<file path="src/rtl/earendel_shiftreg_top.sv">
// earendel_shiftreg_top: repeating serial frame generator (idle gap, start bit, words MSB first, optional parity, stop bit)
// Ports: CLK - system clock, all state changes on its rising edge
//        RST - synchronous active-high reset, aborts any frame in progress
//        SDO_signal_out - registered serial data out, idles at 1
// Optional feature: define PARITY_EN to follow each word with an even-parity bit.
module earendel_shiftreg_top #(
    parameter int DATA_W    = 16,
    parameter int NUM_WORDS = 4,
    parameter int DIV       = 4,
    parameter int GAP       = 8,
    parameter logic [DATA_W-1:0] WORD0 = 16'hA5C3,
    parameter logic [DATA_W-1:0] WORD1 = 16'h0F0F,
    parameter logic [DATA_W-1:0] WORD2 = 16'h1234,
    parameter logic [DATA_W-1:0] WORD3 = 16'h8007,
    parameter logic [DATA_W-1:0] WORD4 = '0,
    parameter logic [DATA_W-1:0] WORD5 = '0,
    parameter logic [DATA_W-1:0] WORD6 = '0,
    parameter logic [DATA_W-1:0] WORD7 = '0
) (
    input  logic CLK,
    input  logic RST,
    output logic SDO_signal_out
);
    localparam int DCW = $clog2(DIV);
    localparam int GCW = $clog2(GAP + 1);
    localparam int BCW = $clog2(DATA_W + 1);
    localparam logic [DATA_W-1:0] WORDS [8] = '{WORD0, WORD1, WORD2, WORD3, WORD4, WORD5, WORD6, WORD7};
    localparam logic [2:0] IDLE  = 3'd0;
    localparam logic [2:0] START = 3'd1;
    localparam logic [2:0] DATA  = 3'd2;
    localparam logic [2:0] STOP  = 3'd3;
`ifdef PARITY_EN
    localparam logic [2:0] PAR   = 3'd4;
`endif
    logic [2:0]        state;
    logic [DCW-1:0]    div_cnt;
    logic [GCW-1:0]    gap_cnt;
    logic [BCW-1:0]    bit_cnt;
    logic [2:0]        word_idx;
    logic [DATA_W-1:0] sh;
    logic              tick;
    logic              word_done;
    logic              last_word;
    logic [2:0]        nxt_idx;
    logic [DATA_W-1:0] nxt_word;
    always_comb begin
        tick      = div_cnt == DCW'(DIV - 1);
        last_word = word_idx == 3'(NUM_WORDS - 1);
        nxt_idx   = word_idx + 3'd1;
        nxt_word  = WORDS[nxt_idx];
        // A word is finished once its last serial bit (LSB, or parity when enabled) has had its bit-time.
`ifdef PARITY_EN
        word_done = tick && state == PAR;
`else
        word_done = tick && state == DATA && bit_cnt == BCW'(DATA_W - 1);
`endif
    end
    always_ff @(posedge CLK) begin
        if (RST) begin
            state          <= IDLE;
            div_cnt        <= '0;
            gap_cnt        <= '0;
            bit_cnt        <= '0;
            word_idx       <= '0;
            sh             <= '0;
            SDO_signal_out <= 1'b1;
        end else begin
            div_cnt <= tick ? '0 : div_cnt + 1'b1;
            if (tick) begin
                case (state)
                    IDLE: begin
                        gap_cnt <= gap_cnt == GCW'(GAP - 1) ? '0 : gap_cnt + 1'b1;
                        if (gap_cnt == GCW'(GAP - 1)) begin
                            state          <= START;
                            SDO_signal_out <= 1'b0;
                        end
                    end
                    START: begin
                        state          <= DATA;
                        bit_cnt        <= '0;
                        SDO_signal_out <= WORDS[0][DATA_W-1];
                        sh             <= WORDS[0] << 1;
                    end
                    DATA: begin
                        if (bit_cnt != BCW'(DATA_W - 1)) begin
                            bit_cnt        <= bit_cnt + 1'b1;
                            SDO_signal_out <= sh[DATA_W-1];
                            sh             <= sh << 1;
                        end else begin
                            bit_cnt <= '0;
`ifdef PARITY_EN
                            state          <= PAR;
                            SDO_signal_out <= ^WORDS[word_idx];
`endif
                        end
                    end
`ifdef PARITY_EN
                    PAR: ;
`endif
                    STOP: begin
                        state          <= IDLE;
                        SDO_signal_out <= 1'b1;
                    end
                    default: begin
                        state          <= IDLE;
                        SDO_signal_out <= 1'b1;
                    end
                endcase
                // Word boundary: either close the frame or launch the next word's MSB with no gap.
                if (word_done) begin
                    if (last_word) begin
                        state          <= STOP;
                        word_idx       <= '0;
                        SDO_signal_out <= 1'b1;
                    end else begin
                        state          <= DATA;
                        word_idx       <= nxt_idx;
                        SDO_signal_out <= nxt_word[DATA_W-1];
                        sh             <= nxt_word << 1;
                    end
                end
            end
        end
    end
endmodule

</file>
<file path="config.mk">
export PLATFORM = sky130hd
export DESIGN_NAME = earendel_shiftreg_top
export DESIGN_NICKNAME = d
export VERILOG_FILES = /design/src/rtl/earendel_shiftreg_top.sv
export SDC_FILE = /design/constraint.sdc
export NUM_CORES = 1
export LEC_CHECK = 0
export BUFFER_PORTS_ARGS = -buffer_cell sky130_fd_sc_hd__buf_2
export CORE_UTILIZATION = 56
export CTS_CLUSTER_DIAMETER = 40
export DETAILED_ROUTE_END_ITERATION = 10
export GPL_ROUTABILITY_DRIVEN = 0
export PLACE_DENSITY_LB_ADDON = 0.08
export SYNTH_ARGS = -nofsm -noshare
export SYNTH_HDL_FRONTEND = slang
export SYNTH_SLANG_ARGS = --single-unit
</file>
<file path="constraint.sdc">
create_clock -name CLK -period 1.81 [get_ports CLK]
set_clock_uncertainty 0.2 [all_clocks]
set_input_delay 0.181 -clock CLK [delete_from_list [all_inputs] [get_ports CLK]]
set_output_delay 0.181 -clock CLK [all_outputs]
set_load 0.01 [all_outputs]
</file>
# == Word level (Yosys, flattened, before mapping) ==
# Memory sizes are Yosys's and may differ from the RTL's.
# Index checks and enable logic that the tools add are counted.
# word_totals
regBits,34
mem_bits_ro,128
inputBits,2
output_inout_bits,1
elab_cells,53
n_memories,1
# op_classes
addsub,4
magnitude_cmp,1
eq_ne,10
muxes,19
n_bitwise,1
n_reduce_logical,10
# memory_table
name,words,word_bits,read_ports,rd_clocked_by_memory_dff,write_ports,line_no,text
(name not given),8,16,1,0,0,50,nxt_word = WORDS[nxt_idx];
# ops
op,count
$mux 16,5
$pmux 16 s2,1
$pmux 5 s2,1
$mux 3,3
$pmux 3 s3,1
$eq 3x2->1 const B,2
$reduce_and 2->1,3
$reduce_and 3->1,2
$add 5x1->5 const B,1
$eq 5x4->1 const B,1
$mux 1,5
$mux 5,1
$ne 5x4->1 const B,1
$add 4x1->4 const B,1
$eq 4x3->1 const B,1
$ge 4x4->1 const B,1
$mux 4,1
$not 3->4,1
$add 3x1->3 const B,1
$eq 3x1->1 const B,1
$logic_not 3->1,1
$ne 3x2->1 const B,1
$ne 3x3->1 const B,1
$add 2x1->2 const B,1
6 further kinds,7

# == Depth between registers and ports, before layout ==
# Gate-level depths: netlist of run 1.
# depth
word_depth,7
depth_mapped,7
depth_no_buf,7

# == Worst setup path before layout of run 1 ==
# Ideal clock, no wire load.
# synth_path
path_kind,register to register
start,reg word_idx[0]
end,reg sh[6]
setup_ns,0.070
t_arrival_ns,1.697
required_time_ns,1.540
slack_ns,-0.157
stages_incl_launch_ff,8
n_path_buf,0
synth_period_minus_slack_ns,1.967
path_cell_list,dfxtp_1 -> ha_1 -> inv_1 -> ha_1 -> nand2b_1 -> a31oi_1 -> a21oi_1 -> o2bb2ai_1
# synth_via
elab_chain_len,7
elab_cells_between_ends,8
cone_classes,add/sub (1); eq/ne (1); mux (4); bitwise (1); memory (1)
# synth_lines
element,line_no,text
start: declaration,39,logic [2:0] word_idx;
start signal: assignment,117,word_idx <= nxt_idx;
$add 3x1->3,49,nxt_idx = word_idx + 3'd1;
$not 3->4 (implied by the code),50,
$mem_v2 8x16,--,
$mux 16 (implied by the code) (2 in series),50,
$mux 16 *,111,if (last_word) begin
$mux 16 *,110,if (word_done) begin
end signal: assignment,82,sh <= WORDS[0] << 1;
end signal: assignment,88,sh <= sh << 1;
end signal: assignment,119,sh <= nxt_word << 1;
end: declaration,40,logic [DATA_W-1:0] sh;
# Mark *: on every way between the ends. The rest lies on a longest branch, timed or not. The select of a mux whose other input is x is not followed.
# A chain may end at the register's enable or synchronous reset.

# == Final worst setup path of run 1 ==
# layout_path
start,reg state[0]
end,reg sh[9]
# layout_via
elab_chain_len,4
elab_cells_between_ends,7
cone_classes,eq/ne (2); mux (3); reduce/logical (2)
# layout_lines
element,line_no,text
start: declaration,35,logic [2:0] state;
start signal: assignment,60,state <= IDLE;
start signal: assignment,74,state <= START;
start signal: assignment,79,state <= DATA;
$eq 3x2->1 or $eq 3x1->1 (tied branches),"55, 70",
$pmux 16 s2 or $logic_and 1x1->1 (tied branches),"70, 55",
$mux 16 or $logic_and 1x1->1 (tied branches),"111, 55",
$mux 16 *,110,
# Mark *: on every way between the ends. The rest lies on a longest branch, timed or not.

==> impl_metrics.py, run 1 <==
metrics = {
    "power_and_ir_drop": {
        "vdd_drop_max_mv": 0.375,
        "leakagePower_nw": 1.01,
        "power.density_mw_per_mm2": 505,
    },
    "floorplanning": {
        "rows": 20,
        "io_pins": 3,
        "fp.dieH_um": 59.4,
        "fp.coreArea_mm2": 0.00308,
        "dieArea_mm2": 0.00353,
        "initial_core_util": 0.599,
        "dieWidth_um": 59.4,
    },
    "sta": {
        "rsz0062_at_grt": "yes",
        "fin_crit_sh": 1.03,
        "setup_viol": 14,
        "max_freq_mhz": 535,
        "hold_slack_ns": 0.239,
        "slew_viol_final": 0,
        "hold_viol_final": 0,
        "period_needed_ns": 1.87,
        "worstMarginPinSlew_ns": 0.332,
        "setup_ws_ns": -0.0607,
        "slew_headroom": 0.779,
    },
    "placed_design": {
        "dp.cells": 294,
        "dp_hpwl_mm": 3.56,
        "place_area_mm2": 0.00221,
        "io_buffers": 2,
    },
    "critical_path": {
        "crit_buf_inv": 3,
        "crit_arrival_ns": 1.95,
        "crit_type": "flip-flop to flip-flop",
        "worstRegToRegCells": 8,
        "cp_cell_sequence": "inv_2, ha_4, clkbuf_2, buf_4, nand3_1, o21ai_1, nor3_1, nor3_1",
        "crit_family": "buffers and inverters",
        "slowest_stage": "dfxtp_2",
        "r2r-start": "state[0]",
        "crit_top_cell": "nor3_1",
        "cp-startpoint": "state[0]",
        "max_stage_delay_ns": 0.34,
        "worst_ep_required_time_ns": 1.89,
        "worstSetupEndpointType": "flip-flop",
        "setup.worst_path.start_class": "flip-flop",
        "ff2ff_setup_slack_ns": -0.06,
        "r2r_end": "sh[9]",
        "crit_path_max_fanout": 6,
    },
    "clock_network": {
        "htree_levels": 2,
        "cts.clk_slew.worst_paths_ns": 0.11,
        "clock_latency_ns": 0.36,
        "numCtsBuffers": 5,
        "cts-root-buf": "clkbuf_4",
        "clock_path_buffers": 2,
        "cts_tree": "done",
        "clock-sinks": 33,
    },
    "synth": {
        "synth_edf_count": 0,
        "yosysMostFrequentCell": "dfxtp_1",
        "avgSynthCellArea_um2": 8.58,
        "ys_seq_area_frac": 0.358,
        "yosys.area.top_type": "dfxtp_1",
        "postSynthRegisterBits": 33,
        "synth.area.top_cells": "dfxtp_1, ha_1, o21ai_0",
        "synth_cell_types": 49,
        "async_flop_share": 0,
        "syn_nets": 231,
        "syn_area_mm2": 0.00184,
        "synth_common_cells": "dfxtp_1, o21ai_0",
        "synthCells": 215,
        "synth_warnings": 0,
        "synth_top_area_share": 0.358,
        "synth_flop_cell": "dfxtp_1",
    },
    "detailed_routing": {
        "viasPerCell": 6.47,
        "post_drt_wl_per_cell_um": 19.5,
        "first_pass_iters": 5,
        "vias": 2031,
        "drcViolationCount": 0,
        "ant_nets": 0,
        "postRouteWirelength_mm": 6.12,
        "drt_iter0_markers": 153,
    },
    "job": {
        "cap_violations": 0,
    },
    "grt": {
        "grt_pass1_vias": 1877,
        "antenna_found_initial": 0,
        "grt_max_degree": 22,
        "grt_usage": 0.328,
        "overflow": 0,
        "grt_pass1_wl_mm": 8.42,
    },
    "status": {
        "status": "complete, but fails checks",
        "failed_checks": "negative setup slack",
    },
    "finish": {
        "syn2layout_area_growth_pct": 42.0,
        "final_area_mm2": 0.00262,
        "fin_nets": 285,
        "antenna_cells": 0,
        "drive_gt1_frac": 0.419,
        "n_fill_cell": 169,
        "seq_area_um2": 673,
        "instances_no_fill": 314,
        "multi_input_area_mm2": 0.00133,
    },
    "worst_hold_path": {
        "min_path_cells": 1,
        "min_to": "div_cnt[0]",
        "hold_class": "flip-flop to flip-flop",
        "min_from": "div_cnt[0]",
    },
}
flip-flops by register name (all words and copies together), names as in the netlist:
register        flops
SDO_signal_out      1
bit_cnt             5
div_cnt             2
gap_cnt             4
sh                 16
state               2
word_idx            3
cell usage in the layout, fill, tap and decap left out, types with 7 or more instances in the layout:
cell,count
inv_1,9
o21ai_1,8
o21ai_0,7
a21oi_1,10
nand2_1,13
buf_4,48
nor3_1,7
nand3_1,8
dfxtp_1,27
ha_4,7
ha_1,7
nor2_1,10
layout make-up:
class                      count  share of cell area
clock inverter                 1             0.00191
timing repair buffer          56               0.168
tap                           44              0.0210
sequential                    33               0.257
inverter                      14              0.0201
clock buffer                   7              0.0248
multi-input combinational    159               0.507
per-stage QoR:
stage	util	TNS (ns)	total power, mW	setup WS, ns
CTS	0.799	-0.0156	1.31	-0.0156
global placement	0.719	-0.746	0.824	-0.103
finish	0.851	-0.392	1.32	-0.0607
detailed placement	0.719	-1.89	0.828	-0.177
global route	0.851	-1.52	1.35	-0.171
floorplan	-	0	0.801	0.00308
power breakdown:
| group | total (mW) | internal, mW | switching [mW] | leakage, nW |
|---|---|---|---|---|
| Combinational | 0.0864 | 0.0352 | 0.0512 | 0.695 |
| Clock | 0.501 | 0.225 | 0.276 | 0.0413 |
| Sequential | 0.734 | 0.730 | 0.00422 | 0.270 |
| Total | 1.32 | 0.990 | 0.332 | 1.01 |
repair_timing:
item	in CTS	in global routing
hold buffers	1	0
gates resized for setup	31	33
setup endpoints to repair	24	20
buffers inserted	5	6
pin swaps	7	20
hold endpoints to repair	1	0
layer usage:
metal,vias to the layer above,part of all wire,track usage
li1,896,-,-
met1,991,0.39,0.363
met2,120,0.50,0.541
met3,24,0.070,0.105
met4,0,0.036,0.204
met5,-,0,0
worst max-delay path by stage:
stage	to	slack [ns]	cells after the start
2_1_floorplan	sh[12]	0.003	6
6_report	sh[9]	-0.06	8
4_1_cts	SDO_signal_out	-0.02	7
5_1_grt	sh[9]	-0.17	8
3_3_place_gp	SDO_signal_out	-0.10	7
3_5_place_dp	SDO_signal_out	-0.18	7
cell families after synthesis:
| kind of cell | count (synthesis) | synth area share |
|---|---|---|
| xor gates and xnor gates | 2 | 0.00950 |
| buffers and inverters | 23 | 0.0604 |
| DFF | 33 | 0.358 |
| AOI/OAI and AO/OA | 71 | 0.260 |
| adders and majority gates | 14 | 0.0950 |
| muxes | 1 | 0.00543 |
| and+or+nand+nor | 71 | 0.212 |
Power figures use the tool's default switching activity.
==> run 2: changes to the inputs <==
ABC_AREA = 1   (was default)
==> run 2 against run 1 <==
The run now ends clean. Sequential share of layout area rose by 4.6 points. Via count down 11%. Flip-flop and latch count is the same. Worst hold slack lost 0.0062 ns. Combinational power is 5.6% higher. Core utilization decreased by 19 points. Highest routed layer unchanged. Sequential power increased by 3.3%. Routed wire length is 30% lower. Cell count rose by 15%. Non-clock buffer count is 38 lower. Register-to-register slack better by 0.17 ns.
==> impl_metrics.py, run 2 <==
metrics = {
    "clock_network": {
        "clock-sinks": 33,
        "cts_setup_buffers": 0,
        "clock_path_buffers": 2,
        "cts-root-buf": "clkbuf_4",
        "numCtsBuffers": 5,
        "cts_tree": "done",
        "clock_latency_ns": 0.34,
        "htree_levels": 2,
        "cts.clk_slew.worst_paths_ns": 0.09,
    },
    "synth": {
        "postSynthRegisterBits": 33,
        "yosys.area.top_type": "dfxtp_1",
        "yosysMostFrequentCell": "nand2_1",
        "synth_cell_types": 24,
        "synth_edf_count": 0,
        "avgSynthCellArea_um2": 6.58,
        "synth_flop_cell": "dfxtp_1",
        "synth_top_area_share": 0.338,
        "syn_nets": 313,
        "synth_common_cells": "nand2_1, inv_1, dfxtp_1",
        "syn_area_mm2": 0.00196,
        "async_flop_share": 0,
        "synthCells": 297,
        "synth_warnings": 0,
        "ys_seq_area_frac": 0.338,
        "synth.area.top_cells": "dfxtp_1, nand2_1, ha_1",
    },
    "floorplanning": {
        "dieWidth_um": 61.1,
        "fp.dieH_um": 61.1,
        "initial_core_util": 0.586,
        "fp.coreArea_mm2": 0.00334,
        "dieArea_mm2": 0.00373,
        "io_pins": 3,
        "rows": 21,
    },
    "power_and_ir_drop": {
        "total_power_mw": 1.28,
        "power.density_mw_per_mm2": 582,
        "leakagePower_nw": 1.08,
        "vdd_drop_max_mv": 0.518,
    },
    "detailed_routing": {
        "first_pass_iters": 4,
        "drt_iter0_markers": 128,
        "postRouteWirelength_mm": 4.32,
        "post_drt_wl_per_cell_um": 12.0,
        "vias": 1810,
        "drcViolationCount": 0,
        "ant_nets": 0,
        "viasPerCell": 5.01,
    },
    "critical_path": {
        "worstSetupEndpointType": "flip-flop",
        "setup.worst_path.start_class": "flip-flop",
        "crit_path_max_fanout": 4,
        "worstRegToRegCells": 8,
        "worst_ep_required_time_ns": 1.87,
        "crit_arrival_ns": 1.76,
        "crit_type": "flip-flop to flip-flop",
    },
    "job": {
        "cap_violations": 0,
    },
    "status": {
        "status": "completed",
    },
    "placed_design": {
        "io_buffers": 2,
        "pre_cts_slack_ns": 0.0573,
        "place_area_mm2": 0.00211,
        "dp_hpwl_mm": 3.13,
    },
    "sta": {
        "setup_ws_ns": 0.112,
        "worstMarginPinSlew_ns": 0.470,
        "max_freq_mhz": 589,
        "hold_viol_final": 0,
        "fin_crit_sh": 0.938,
        "period_needed_ns": 1.70,
        "finalSetupTns_ns": 0,
        "slew_headroom": 0.686,
        "setup_viol": 0,
        "slew_viol_final": 0,
    },
    "grt": {
        "use_met3": 0.0651,
        "grt_pass1_vias": 1628,
        "grt.busiest_layer": "met2",
        "use_met1": 0.362,
        "grt_pass1_wl_mm": 7.14,
        "grt_max_degree": 17,
        "overflow": 0,
        "grt_use_met2": 0.413,
        "antenna_found_initial": 0,
        "grt_usage": 0.265,
    },
    "finish": {
        "top_register": "sh",
        "final_util": 0.658,
        "antenna_cells": 0,
        "drive_gt1_frac": 0.137,
        "mostFrequentLayoutCells": "nand2_1, inv_1, dfxtp_1",
        "syn2layout_area_growth_pct": 12.3,
        "reg_top3": "sh: 16 flops, bit_cnt: 5 flops, gap_cnt: 4 flops",
        "largest_register_ffs": 16,
        "mostFrequentLayoutCell": "nand2_1",
        "final_area_mm2": 0.00220,
        "fin_nets": 331,
    },
    "worst_hold_path": {
        "min_path_cells": 1,
        "hold_class": "flip-flop to flip-flop",
    },
}
-- run 2: cell types whose count changed after synthesis, moves of 6 or more --
cell	delta
nand2b_1	-6
a21o_1	-6
nand2_1	+95
nand4_1	+6
nor3_1	-6
inv_1	+21
nor2_1	+7
nand3_1	+9
-- run 2: metrics by stage --
step	cells	hold slack (ns)
2_1_floorplan	297	0.0501
3_3_place_gp	353	0.205
3_5_place_dp	353	0.212
4_1_cts	361	0.226
5_1_grt	361	0.262
6_report	361	0.233
-- run 2: kinds of logic after synthesis --
logic type                 count (synthesis)  share of synthesized area
buffers and inverters                     43                     0.0883
xor gates and xnor gates                   3                     0.0134
adders and majority gates                 14                     0.0896
DFF                                       33                      0.338
and+or+nand+nor                          162                      0.360
AOI/OAI and AO/OA                         42                      0.111
-- run 2: worst paths after layout --
kind | start | end | slack, ns
worst min-delay path | div_cnt[0] | div_cnt[0] | 0.23
worst max-delay path | word_idx[1] | sh[6] | 0.11
worst min register to register | div_cnt[0] | div_cnt[0] | 0.23
worst max register to register | word_idx[1] | sh[6] | 0.11
-- run 2: layout make-up --
type                            count  area, um^2
Fill cell                         310        1140
Multi-Input combinational cell    221        1130
Timing Repair Buffer               18         149
Inverter                           36         135
Tap cell                           46        57.6
Clock buffer                        7        55.1
Sequential cell                    33         666
-- run 2: layer usage --
| metal | vias to the layer above | part of all wire |
|---|---|---|
| met4 | 0 | 0.012 |
| met2 | 25 | 0.45 |
| met5 | - | 0 |
| li1 | 979 | - |
| met3 | 5 | 0.034 |
| met1 | 801 | 0.51 |
-- run 2: where the power goes --
part | total [mW] | internal [mW] | leakage [nW] | switching (mW)
Combinational | 0.0912 | 0.0337 | 0.779 | 0.0575
Clock | 0.429 | 0.183 | 0.0314 | 0.246
Sequential | 0.758 | 0.745 | 0.269 | 0.0127
-- run 2: critical path, cell delays in order (launching register included) --
cell and delay [ns]:
dfxtp_2 0.37, ha_1 0.17, inv_1 0.06, ha_1 0.29, inv_2 0.09, nand2_1 0.08
o21ai_1 0.13, inv_1 0.08, a21oi_1 0.16
-- run 2: what timing repair did --
item	4_1_cts	5_1_grt
hold endpoints to repair	4	0
resized for setup	0	12
hold buffers	1	0
endpoints found under the setup margin	0	17
==> run 3: changes to the inputs <==
REMOVE_ABC_BUFFERS = 1   (was default)
==> run 3 against run 2 <==
Routed wire length shrank 0.97%. Via count grew 2.0%. Cell area grew 3.4%. Power down 0.54%. Register-to-register slack is essentially flat. Core utilization grew 2.2 points. Sequential share of layout area down 0.89 points. Largest cell class unchanged. Die area unchanged. Critical endpoint is now SDO_signal_out. First-iteration DRC count is 23% higher.
==> impl_metrics.py, run 3 (synthesized netlist as in run 2, its figures left out) <==
metrics = {
    "sta": {
        "hold_viol_final": 0,
        "max_freq_mhz": 589,
        "period_needed_ns": 1.70,
        "setup_ws_ns": 0.113,
        "setup_viol": 0,
        "fin_crit_sh": 0.937,
        "slew_viol_final": 0,
        "finalSetupTns_ns": 0,
        "rsz0062_at_grt": "no",
        "slew_headroom": 0.680,
        "worstMarginPinSlew_ns": 0.480,
    },
    "grt": {
        "overflow": 0,
        "antenna_found_initial": 0,
        "grt_pass1_wl_mm": 7.10,
        "grt_usage": 0.259,
        "grt_pass1_vias": 1552,
        "grt_max_degree": 17,
    },
    "detailed_routing": {
        "ant_nets": 0,
        "drt_iter0_markers": 158,
        "post_drt_wl_per_cell_um": 11.7,
        "first_pass_iters": 4,
        "vias": 1846,
        "viasPerCell": 5.07,
        "drcViolationCount": 0,
        "postRouteWirelength_mm": 4.27,
    },
    "floorplanning": {
        "io_pins": 3,
        "initial_core_util": 0.586,
        "dieWidth_um": 61.1,
        "fp.dieH_um": 61.1,
        "fp.coreArea_mm2": 0.00334,
        "dieArea_mm2": 0.00373,
        "rows": 21,
    },
    "finish": {
        "final_util": 0.681,
        "largest_register_ffs": 16,
        "drive_gt1_frac": 0.164,
        "fin_nets": 334,
        "syn2layout_area_growth_pct": 16.2,
        "reg_top3": "sh: 16 flops, bit_cnt: 5 flops, gap_cnt: 4 flops",
        "mostFrequentLayoutCell": "nand2_1",
        "multi_input_area_mm2": 0.00119,
        "antenna_cells": 0,
        "seq_area_um2": 668,
        "mostFrequentLayoutCells": "nand2_1, inv_1, dfxtp_1",
        "instances_no_fill": 364,
        "n_fill_cell": 290,
        "top_register": "sh",
    },
    "power_and_ir_drop": {
        "p_int_mw": 0.962,
        "vdd_drop_max_mv": 0.401,
        "total_power_mw": 1.27,
        "clkPwrFrac": 0.332,
        "seqPwrFrac": 0.596,
        "power.density_mw_per_mm2": 560,
        "p_switching_mw": 0.310,
        "p_comb_frac": 0.072,
        "switching_share": 0.244,
        "leakagePower_nw": 1.11,
    },
    "job": {
        "cap_violations": 0,
    },
    "critical_path": {
        "worstSetupEndpointType": "flip-flop",
        "ff2ff_setup_slack_ns": 0.11,
        "crit_path_max_fanout": 3,
        "setup.worst_path.start_class": "flip-flop",
        "crit_type": "flip-flop to flip-flop",
        "crit_arrival_ns": 1.79,
        "worst_ep_required_time_ns": 1.90,
    },
    "placed_design": {
        "dp.cells": 353,
        "dp_hpwl_mm": 3.18,
        "pre_cts_slack_ns": 0.0237,
        "io_buffers": 2,
    },
    "clock_network": {
        "numCtsBuffers": 5,
        "htree_levels": 2,
        "cts.clk_slew.worst_paths_ns": 0.10,
        "clock-sinks": 33,
        "cts-root-buf": "clkbuf_4",
        "clock_latency_ns": 0.33,
        "cts_tree": "done",
        "clock_path_buffers": 2,
    },
    "worst_hold_path": {
        "hold_class": "flip-flop to flip-flop",
    },
    "status": {
        "status": "completed",
    },
}
-- run 3: changes by cell type in the layout (fill, tap and decap cells not counted), sizes merged --
| cell | delta |
|---|---|
| buf | +3 |
-- run 3: final timing paths --
kind                    endpoint   startpoint  depth (start not counted)
hold / removal        div_cnt[0]   div_cnt[0]                          1
setup reg to reg  SDO_signal_out  word_idx[1]                          8
setup / recovery  SDO_signal_out  word_idx[1]                          8
hold reg to reg       div_cnt[0]   div_cnt[0]                          1
-- run 3: what timing repair did --
item / in CTS / in global routing
hold endpoints to repair: 4 / 0
endpoints found under the setup margin: 0 / 23
setup buffers: 0 / 3
resized for setup: 0 / 21
hold buffers: 1 / 0
-- run 3: stage by stage --
step                hold slack [ns]  instance area [um^2]
CTS                           0.249                  2180
global placement              0.210                  2110
floorplan                    0.0501                  1920
detailed placement            0.236                  2110
finish                        0.249                  2270
global route                  0.264                  2270
-- run 3: layout make-up --
class,instances,share of cell area
clock buffers,7,0.0242
well taps,46,0.0253
multi-input cells,221,0.523
inverters,36,0.0595
repair buffers,21,0.0738
flip-flops and latches,33,0.294
-- run 3: metal layers --
layer  part of all wire  up-vias  GRT usage  wire length (um)
met2               0.45       51      0.404              1940
met1               0.48      804      0.364              2050
met4              0.011        0     0.0682                45
met5                  0        -          0                 0
li1                   -      986          -                 -
met3              0.056        5     0.0567               238
-- run 3: critical path, cell delays in order, from the launching register on --
cell	delay [ns]
dfxtp_2	0.33
buf_4	0.12
buf_4	0.13
inv_1	0.09
ha_1	0.27
xnor2_1	0.14
o21ai_0	0.20
nand4_1	0.12
nand2_1	0.07
-- run 3: power groups by stage --
stage,logic (mW),clock network (mW),registers [mW]
detailed placement,0.0873,0,0.775
CTS,0.0891,0.430,0.759
global placement,0.0846,0,0.775
floorplan,0.0616,0,0.772
global route,0.105,0.462,0.760
finish,0.0918,0.422,0.758
